<file path="src/rtl/wdt_ctrl_if.sv">
`default_nettype none
// ============================================================================
//  Module      : wdt_ctrl_if
//  Description : CPU I/O bus bundle for the watchdog controller.
//                Master side (CPU / address decoder) drives the chip
//                select, register offset, read/write strobes and write
//                data. Slave side (wdt_ctrl) returns registered read data.
//  Signals     : cs, addr[1:0], wr_en, rd_en, wdata[15:0]  (master -> slave)
//                rdata[15:0]                               (slave -> master)
//  Revision    : 1.0  initial release
// ============================================================================
interface wdt_ctrl_if;
    logic        cs;
    logic [1:0]  addr;
    logic        wr_en;
    logic        rd_en;
    logic [15:0] wdata;
    logic [15:0] rdata;

    modport master (
        output cs,
        output addr,
        output wr_en,
        output rd_en,
        output wdata,
        input  rdata
    );

    modport slave (
        input  cs,
        input  addr,
        input  wr_en,
        input  rd_en,
        input  wdata,
        output rdata
    );
endinterface
`default_nettype wire

</file>
<file path="src/rtl/wdt_ctrl.sv">
`default_nettype none
// ============================================================================
//  Module      : wdt_ctrl
//  Description : Memory-mapped system watchdog controller. Software enables
//                the watchdog, programs timeout and prescaler, kicks it with
//                a key and can lock its configuration. The first expiry
//                raises an early-warning interrupt; the second drives a CPU
//                reset pulse of programmable length.
//  Ports       : clock          - system clock, rising edge
//                reset_n        - asynchronous active-low reset
//                bus            - CPU I/O bus (slave modport of wdt_ctrl_if)
//                wdt_irq        - early-warning interrupt (level, registered)
//                wdt_reset_out  - CPU reset request, high PL+1 cycles
//  Registers   : 0 CTRL   [0] EN, [1] LOCK, [3:2] PS, [6:4] PL
//                1 RELOAD timeout in prescaled ticks
//                2 KICK (write) / STATUS (read) [1:0] state, [2] irq,
//                                               [3] TO, [4] BK
//                3 COUNT  current down-counter value (read-only)
//  Revision    : 1.0  initial release
// ============================================================================
module wdt_ctrl #(
    parameter logic [15:0] KICK_KEY   = 16'h5A5A,
    parameter logic [15:0] RELOAD_RST = 16'hFFFF
) (
    input  wire logic   clock,
    input  wire logic   reset_n,
    wdt_ctrl_if.slave   bus,
    output logic        wdt_irq,
    output logic        wdt_reset_out
);

    typedef enum logic [1:0] {
        ST_IDLE  = 2'd0,
        ST_RUN   = 2'd1,
        ST_WARN  = 2'd2,
        ST_PULSE = 2'd3
    } state_t;

    state_t      state_q,   state_d;
    logic        en_q,      en_d;
    logic        lock_q,    lock_d;
    logic [1:0]  ps_q,      ps_d;
    logic [2:0]  pl_q,      pl_d;
    logic [15:0] reload_q,  reload_d;
    logic [15:0] count_q,   count_d;
    logic [11:0] presc_q,   presc_d;
    logic [2:0]  pulse_q,   pulse_d;
    logic        irq_q,     irq_d;
    logic        rstout_q,  rstout_d;
    logic        to_q,      to_d;
    logic        bk_q,      bk_d;
    logic [15:0] rdata_q,   rdata_d;

    logic        wr_s;
    logic        rd_s;
    logic        active_s;
    logic        tick_s;
    logic        wr_ok_s;
    logic        ctrl_wr_s;
    logic        reload_wr_s;
    logic        kick_wr_s;
    logic [11:0] div_max_s;
    logic [15:0] reload_val_s;

    assign wr_s     = bus.cs & bus.wr_en;
    assign rd_s     = bus.cs & bus.rd_en;
    assign active_s = (state_q == ST_RUN) || (state_q == ST_WARN);

    // Terminal count of the prescaler for divide-by 1/16/256/4096.
    always_comb begin
        div_max_s = 12'd0;
        case (ps_q)
            2'd0:    div_max_s = 12'd0;
            2'd1:    div_max_s = 12'd15;
            2'd2:    div_max_s = 12'd255;
            default: div_max_s = 12'd4095;
        endcase
    end

    assign tick_s       = active_s && (presc_q == div_max_s);
    // A zero timeout would never expire, so it is treated as one tick.
    assign reload_val_s = (reload_q == 16'd0) ? 16'd1 : reload_q;

    // Every bus write is dropped while the CPU reset pulse is active.
    assign wr_ok_s     = wr_s && (state_q != ST_PULSE);
    assign ctrl_wr_s   = wr_ok_s && (bus.addr == 2'd0) && !lock_q;
    assign reload_wr_s = wr_ok_s && (bus.addr == 2'd1) && !lock_q;
    assign kick_wr_s   = wr_ok_s && (bus.addr == 2'd2) && active_s;

    always_comb begin
        state_d  = state_q;
        en_d     = en_q;
        lock_d   = lock_q;
        ps_d     = ps_q;
        pl_d     = pl_q;
        reload_d = reload_q;
        count_d  = count_q;
        pulse_d  = pulse_q;
        irq_d    = irq_q;
        rstout_d = rstout_q;
        to_d     = to_q;
        bk_d     = bk_q;
        rdata_d  = rdata_q;

        // Prescaler free-runs only while the timeout counter is live.
        if (active_s) begin
            presc_d = tick_s ? 12'd0 : presc_q + 12'd1;
        end else begin
            presc_d = 12'd0;
        end

        if (ctrl_wr_s) begin
            en_d   = bus.wdata[0];
            lock_d = bus.wdata[1];
            ps_d   = bus.wdata[3:2];
            pl_d   = bus.wdata[6:4];
        end
        if (reload_wr_s) begin
            reload_d = bus.wdata;
        end

        // Bus-initiated transitions take precedence over a same-cycle tick,
        // so a valid kick always beats an expiry and a bad kick enters
        // PULSE exactly once.
        if (ctrl_wr_s && !bus.wdata[0]) begin
            state_d = ST_IDLE;
            irq_d   = 1'b0;
            presc_d = 12'd0;
        end else if (ctrl_wr_s && bus.wdata[0] && !en_q) begin
            state_d = ST_RUN;
            count_d = reload_val_s;
            presc_d = 12'd0;
            irq_d   = 1'b0;
        end else if (kick_wr_s) begin
            presc_d = 12'd0;
            if (bus.wdata == KICK_KEY) begin
                state_d = ST_RUN;
                count_d = reload_val_s;
                irq_d   = 1'b0;
            end else begin
                state_d  = ST_PULSE;
                bk_d     = 1'b1;
                pulse_d  = pl_q;
                rstout_d = 1'b1;
            end
        end else begin
            case (state_q)
                ST_RUN: begin
                    if (tick_s) begin
                        if (count_q <= 16'd1) begin
                            state_d = ST_WARN;
                            irq_d   = 1'b1;
                            count_d = reload_val_s;
                        end else begin
                            count_d = count_q - 16'd1;
                        end
                    end
                end
                ST_WARN: begin
                    if (tick_s) begin
                        if (count_q <= 16'd1) begin
                            state_d  = ST_PULSE;
                            to_d     = 1'b1;
                            pulse_d  = pl_q;
                            rstout_d = 1'b1;
                            count_d  = 16'd0;
                        end else begin
                            count_d = count_q - 16'd1;
                        end
                    end
                end
                ST_PULSE: begin
                    // Pulse counter holds PL on entry, so the output stays
                    // high for PL+1 cycles before the zero check releases it.
                    if (pulse_q == 3'd0) begin
                        state_d  = ST_RUN;
                        count_d  = reload_val_s;
                        presc_d  = 12'd0;
                        irq_d    = 1'b0;
                        rstout_d = 1'b0;
                    end else begin
                        pulse_d = pulse_q - 3'd1;
                    end
                end
                default: ;
            endcase
        end

        if (rd_s) begin
            case (bus.addr)
                2'd0:    rdata_d = {9'd0, pl_q, ps_q, lock_q, en_q};
                2'd1:    rdata_d = reload_q;
                2'd2:    rdata_d = {11'd0, bk_q, to_q, irq_q, state_q};
                default: rdata_d = count_q;
            endcase
        end
    end

    always_ff @(posedge clock or negedge reset_n) begin
        if (!reset_n) begin
            state_q  <= ST_IDLE;
            en_q     <= 1'b0;
            lock_q   <= 1'b0;
            ps_q     <= 2'd0;
            pl_q     <= 3'd0;
            reload_q <= RELOAD_RST;
            count_q  <= RELOAD_RST;
            presc_q  <= 12'd0;
            pulse_q  <= 3'd0;
            irq_q    <= 1'b0;
            rstout_q <= 1'b0;
            to_q     <= 1'b0;
            bk_q     <= 1'b0;
            rdata_q  <= 16'd0;
        end else begin
            state_q  <= state_d;
            en_q     <= en_d;
            lock_q   <= lock_d;
            ps_q     <= ps_d;
            pl_q     <= pl_d;
            reload_q <= reload_d;
            count_q  <= count_d;
            presc_q  <= presc_d;
            pulse_q  <= pulse_d;
            irq_q    <= irq_d;
            rstout_q <= rstout_d;
            to_q     <= to_d;
            bk_q     <= bk_d;
            rdata_q  <= rdata_d;
        end
    end

    assign bus.rdata     = rdata_q;
    assign wdt_irq       = irq_q;
    assign wdt_reset_out = rstout_q;

endmodule
`default_nettype wire

</file>
<file path="src/flat_wrapper.sv">
// flat-port wrapper written by rule: the top's interface ports become plain ports
module wdt_ctrl_flat 
#(
    parameter logic [15:0] KICK_KEY   = 16'h5A5A,
    parameter logic [15:0] RELOAD_RST = 16'hFFFF
)
  (clock, reset_n, wdt_irq, wdt_reset_out, bus_cs, bus_addr, bus_wr_en, bus_rd_en, bus_wdata, bus_rdata);
  wdt_ctrl_if bus_i ();
  input  wire logic clock;
  input  wire logic reset_n;
  output logic wdt_irq;
  output logic wdt_reset_out;
  input wire logic [$bits(bus_i.cs)-1:0] bus_cs;
  input wire logic [$bits(bus_i.addr)-1:0] bus_addr;
  input wire logic [$bits(bus_i.wr_en)-1:0] bus_wr_en;
  input wire logic [$bits(bus_i.rd_en)-1:0] bus_rd_en;
  input wire logic [$bits(bus_i.wdata)-1:0] bus_wdata;
  output wire logic [$bits(bus_i.rdata)-1:0] bus_rdata;
  assign bus_i.cs = bus_cs;
  assign bus_i.addr = bus_addr;
  assign bus_i.wr_en = bus_wr_en;
  assign bus_i.rd_en = bus_rd_en;
  assign bus_i.wdata = bus_wdata;
  assign bus_rdata = bus_i.rdata;
  wdt_ctrl #(.KICK_KEY(KICK_KEY), .RELOAD_RST(RELOAD_RST)) u_core (.clock(clock), .reset_n(reset_n), .bus(bus_i), .wdt_irq(wdt_irq), .wdt_reset_out(wdt_reset_out));
endmodule
</file>
<file path="config.mk">
export PLATFORM = sky130hd
export DESIGN_NAME = wdt_ctrl_flat
export DESIGN_NICKNAME = d
export VERILOG_FILES = /design/src/rtl/wdt_ctrl_if.sv /design/src/rtl/wdt_ctrl.sv /design/src/flat_wrapper.sv
export SDC_FILE = /design/constraint.sdc
export NUM_CORES = 1
export LEC_CHECK = 0
export ABC_CLOCK_PERIOD_IN_PS = 7500
export CORE_ASPECT_RATIO = 0.7
export CORE_UTILIZATION = 50
export CTS_BUF_LIST = sky130_fd_sc_hd__clkbuf_8
export DETAILED_ROUTE_END_ITERATION = 7
export GPL_TIMING_DRIVEN = 0
export HOLD_SLACK_MARGIN = 0.06
export PLACE_DENSITY = 0.71
export SLEW_MARGIN = 20
export SYNTH_ARGS = -nofsm -noshare
export SYNTH_HDL_FRONTEND = slang
export SYNTH_SLANG_ARGS = --single-unit
</file>
<file path="constraint.sdc">
create_clock -name clock -period 7.5 [get_ports clock]
set_input_delay 0.75 -clock clock [delete_from_list [all_inputs] [get_ports clock]]
set_output_delay 0.75 -clock clock [all_outputs]
set_load 0.01 [all_outputs]
</file>
==> reports/qor.yml <==
synth.top_cell.area_share_pct: 25.9
gp_congestion: 0.909
yosys.area.top_type: "dfrtp_1"
worst_slew_pin_slew_ps: 792
hold_buffers: 0
final_nets: 481
violations: "DRC"
htree_levels: 3
drtIter0Drc: 354
num_vias: 3449
clock.fmax_mhz: 334
dieArea_um2: 8880
place_hpwl_mm: 7.98
routedWlPerCell_um: 19.1
clock-sinks: 76
path_buf_inv: 3
dieHeight_um: 79.1
ant_nets: 0
crit_type: "in2reg"
async_reset_ff_share_pct: 100
path_clk_slew_ps: 80
synth_ff_type: "dfrtp_1"
synth-seq-cells: 76
cts_tree: "done"
slew_headroom_pct: 46.7
via_per_inst: 6.21
critical_path_peak_fanout: 10
rsz0062_at_grt: "no"
fp-row-count: 27
fillers: 695
crit_chain: "clkdlybuf4s50_1 -> and4bb_1 -> buf_6 -> nand2_1 -> or2_2 -> o2111a_1 -> nor2_2 -> buf_2 -> o2bb2ai_1"
setup_ws_ps: 4510
clk_latency_ps: 370
synth_nets: 429
met3WireLength_um: 993
seqCellArea_um2: 1940
synth_area_leaders: "dfrtp_1 (26%), dfstp_2 (20%), mux2_2 (7.7%), mux2i_1 (3.8%), o2bb2ai_1 (3.5%)"
power_density_nw_per_um2: 433
route.met2.wl_mm: 4.35
hold_viol: 0
maxCapViolCount: 0
clockBufferDepth: 2
ys_types: 61
min_period_ps: 2990
power_uw: 2180
post_cts_buffers: 0
cpLargestDelayFamily: "simple AND/OR/NAND/NOR gates"
dp_slack_ps: 4190
ctsResizeCount: 0
multiInputGateArea_um2: 2160
synth_edf_count: 0
track_usage_pct: 25.7
cp.required_ps: 7790
fin_worst_skew_ps: 8.43
highest-signal-layer: "met4"
cts_made_buffers: 9
placement.io_buffers: 40
cts_root_buf: "clkbuf_8"
grt_pass1_vias: 3279
setup_viol: 0
startpoint_type: "primary input"
diodes: 0
grt_antenna_before_repair: 0
dr.pass1.iters: 8
start_util_pct: 52.9
vdd_ir_drop_max_v: 0.000262
drt-total-wl_mm: 10.6
drcViolationCount: 3
die_w_um: 112
outcome: "finished with violations"
cp_slowest_cell: "clkdlybuf4s50_1"
drive_gt1_share_pct: 22.0
netlist_instances: 397
p_leak_uw: 0.00204
syn_area_per_cell_um2: 10.7
grt_max_degree: 48
grt_pass1_wl_mm: 17.4
coreArea_um2: 8040
met1_length_mm: 5.18
setup_tns_ps: 0
area_growth_pct: 18.5
ys_seq_area_share_pct: 45.7
final_max_slew_viol_count: 0
fin_crit_sh_pct: 39.9
syn_area_um2: 4250
ys_warn_count: 0
io_pins: 41
cp-end-kind: "flop"
slowest_delay_ps: 580
hold_path.class: "in2async"
gr-total-overflow: 0
critical_path_arrival_ps: 3280
flip-flops by register name (all words and copies together) (netlist names):
| signal | cells |
|---|---|
| u_core.bus.rdata | 16 |
| u_core.count_q | 16 |
| u_core.reload_q | 16 |
| u_core.presc_q | 12 |
| u_core.pl_q | 3 |
| u_core.pulse_q | 3 |
| u_core.ps_q | 2 |
| u_core.state_q | 2 |
| u_core.bk_q | 1 |
| u_core.en_q | 1 |
| u_core.lock_q | 1 |
| u_core.to_q | 1 |
| u_core.wdt_irq | 1 |
| u_core.wdt_reset_out | 1 |
worst paths after layout:
check / cells after the start / from / end / slack [ps]
min in group clock: 1 / u_core.bk_q / u_core.bk_q / 470
hold / removal: 1 / reset_n / u_core.presc_q[6] / 310
hold reg to reg: 1 / u_core.bk_q / u_core.bk_q / 470
setup reg to reg: 9 / u_core.state_q[1] / u_core.count_q[15] / 4680
max in group asynchronous: 2 / reset_n / u_core.reload_q[12] / 6580
setup / recovery: 9 / bus_cs / u_core.count_q[15] / 4510
metrics by stage:
stage          instances  util (%)  hold WS, ps  cell area, µm²
2_1_floorplan        397         -          429            4250
3_3_place_gp         538      59.4          454            4780
3_5_place_dp         539      59.7          453            4800
4_1_cts              555      62.7          308            5040
5_1_grt              555      62.7          330            5040
6_report             555      62.7          307            5040
cell usage after synthesis, types with 2 or more instances:
library cell  instances
nand2_1              28
nand3_1               8
buf_2                 7
o2bb2ai_1            17
and2_1                3
mux4_2                5
a41o_1                2
a21boi_0              3
xor2_1                6
nor3_1               14
nand2b_1              3
and3_1                3
inv_1                13
dfstp_2              32
nand4_1               4
nor4_1                8
xnor2_1               4
nor2_1               36
or3_1                 3
a22oi_1               7
and4_1                2
o21ai_1               3
o21ai_0              15
or4_1                 5
buf_6                 2
nor2b_1               3
mux2_2               29
mux2i_1              16
o22ai_1              12
a31oi_1               2
o211ai_1              2
nor4bb_1              4
dfrtp_1              44
clkbuf_1             10
ha_1                  9
a32oi_1               8
power by group:
| part | internal (µW) | total (µW) | switching [µW] |
|---|---|---|---|
| clock | 213 | 365 | 152 |
| sequential | 640 | 833 | 193 |
| combinational | 455 | 986 | 531 |
worst register-to-register path: stages (launching register included):
cell and delay [ps]:
dfrtp_1 450, ha_1 280, and4bb_1 300, buf_6 120
nand2_1 230, or2_2 370, o2111a_1 240, nor2_2 330
buf_2 310, o2bb2ai_1 110
cell usage in the layout, fill, tap and decap left out, types with 4 or more instances in the layout:
| master | synthesis | routed |
|---|---|---|
| a22oi_1 | 7 | 7 |
| nor2_1 | 36 | 36 |
| ha_1 | 9 | 9 |
| nand3_1 | 8 | 8 |
| nand4_1 | 4 | 4 |
| clkbuf_1 | 10 | 10 |
| a32oi_1 | 8 | 8 |
| inv_1 | 13 | 14 |
| or4_1 | 5 | 5 |
| buf_2 | 7 | 7 |
| nand2_1 | 28 | 28 |
| xnor2_1 | 4 | 4 |
| nor4_1 | 8 | 8 |
| mux2_2 | 29 | 29 |
| o22ai_1 | 12 | 12 |
| o2bb2ai_1 | 17 | 17 |
| dfstp_2 | 32 | 32 |
| nor4bb_1 | 4 | 4 |
| xor2_1 | 6 | 6 |
| mux4_2 | 5 | 5 |
| dfrtp_1 | 44 | 44 |
| o21ai_0 | 15 | 15 |
| clkdlybuf4s50_1 | 0 | 39 |
| clkbuf_8 | 0 | 12 |
| mux2i_1 | 16 | 16 |
| nor3_1 | 14 | 14 |
logic make-up after synthesis:
group	share of synthesized area (%)
multiplexers	14.1
AO/OA/AOI/OAI	15.3
adder cells (fa/ha/maj)	2.65
XOR/XNOR	2.06
flip-flops	45.7
buffers and inverters	3.39
AND/OR/NAND/NOR	16.8
routing by layer:
metal | GRT usage (%) | vias to the layer above
met4 | 6.13 | 0
met3 | 6.79 | 12
met2 | 36.5 | 145
met1 | 38.7 | 1690
li1 | - | 1602
met5 | 0 | -
cell type report:
| class | count | area share, % |
|---|---|---|
| Multi-Input combinational cell | 289 | 43.0 |
| Inverter | 13 | 0.968 |
| Sequential cell | 76 | 38.5 |
| Tap cell | 101 | 2.51 |
| Clock buffer | 12 | 3.28 |
| Buffer | 19 | 1.89 |
| Timing Repair Buffer | 41 | 8.44 |
| Clock inverter | 4 | 1.42 |
No activity file was read; power rests on OpenSTA's default activity.
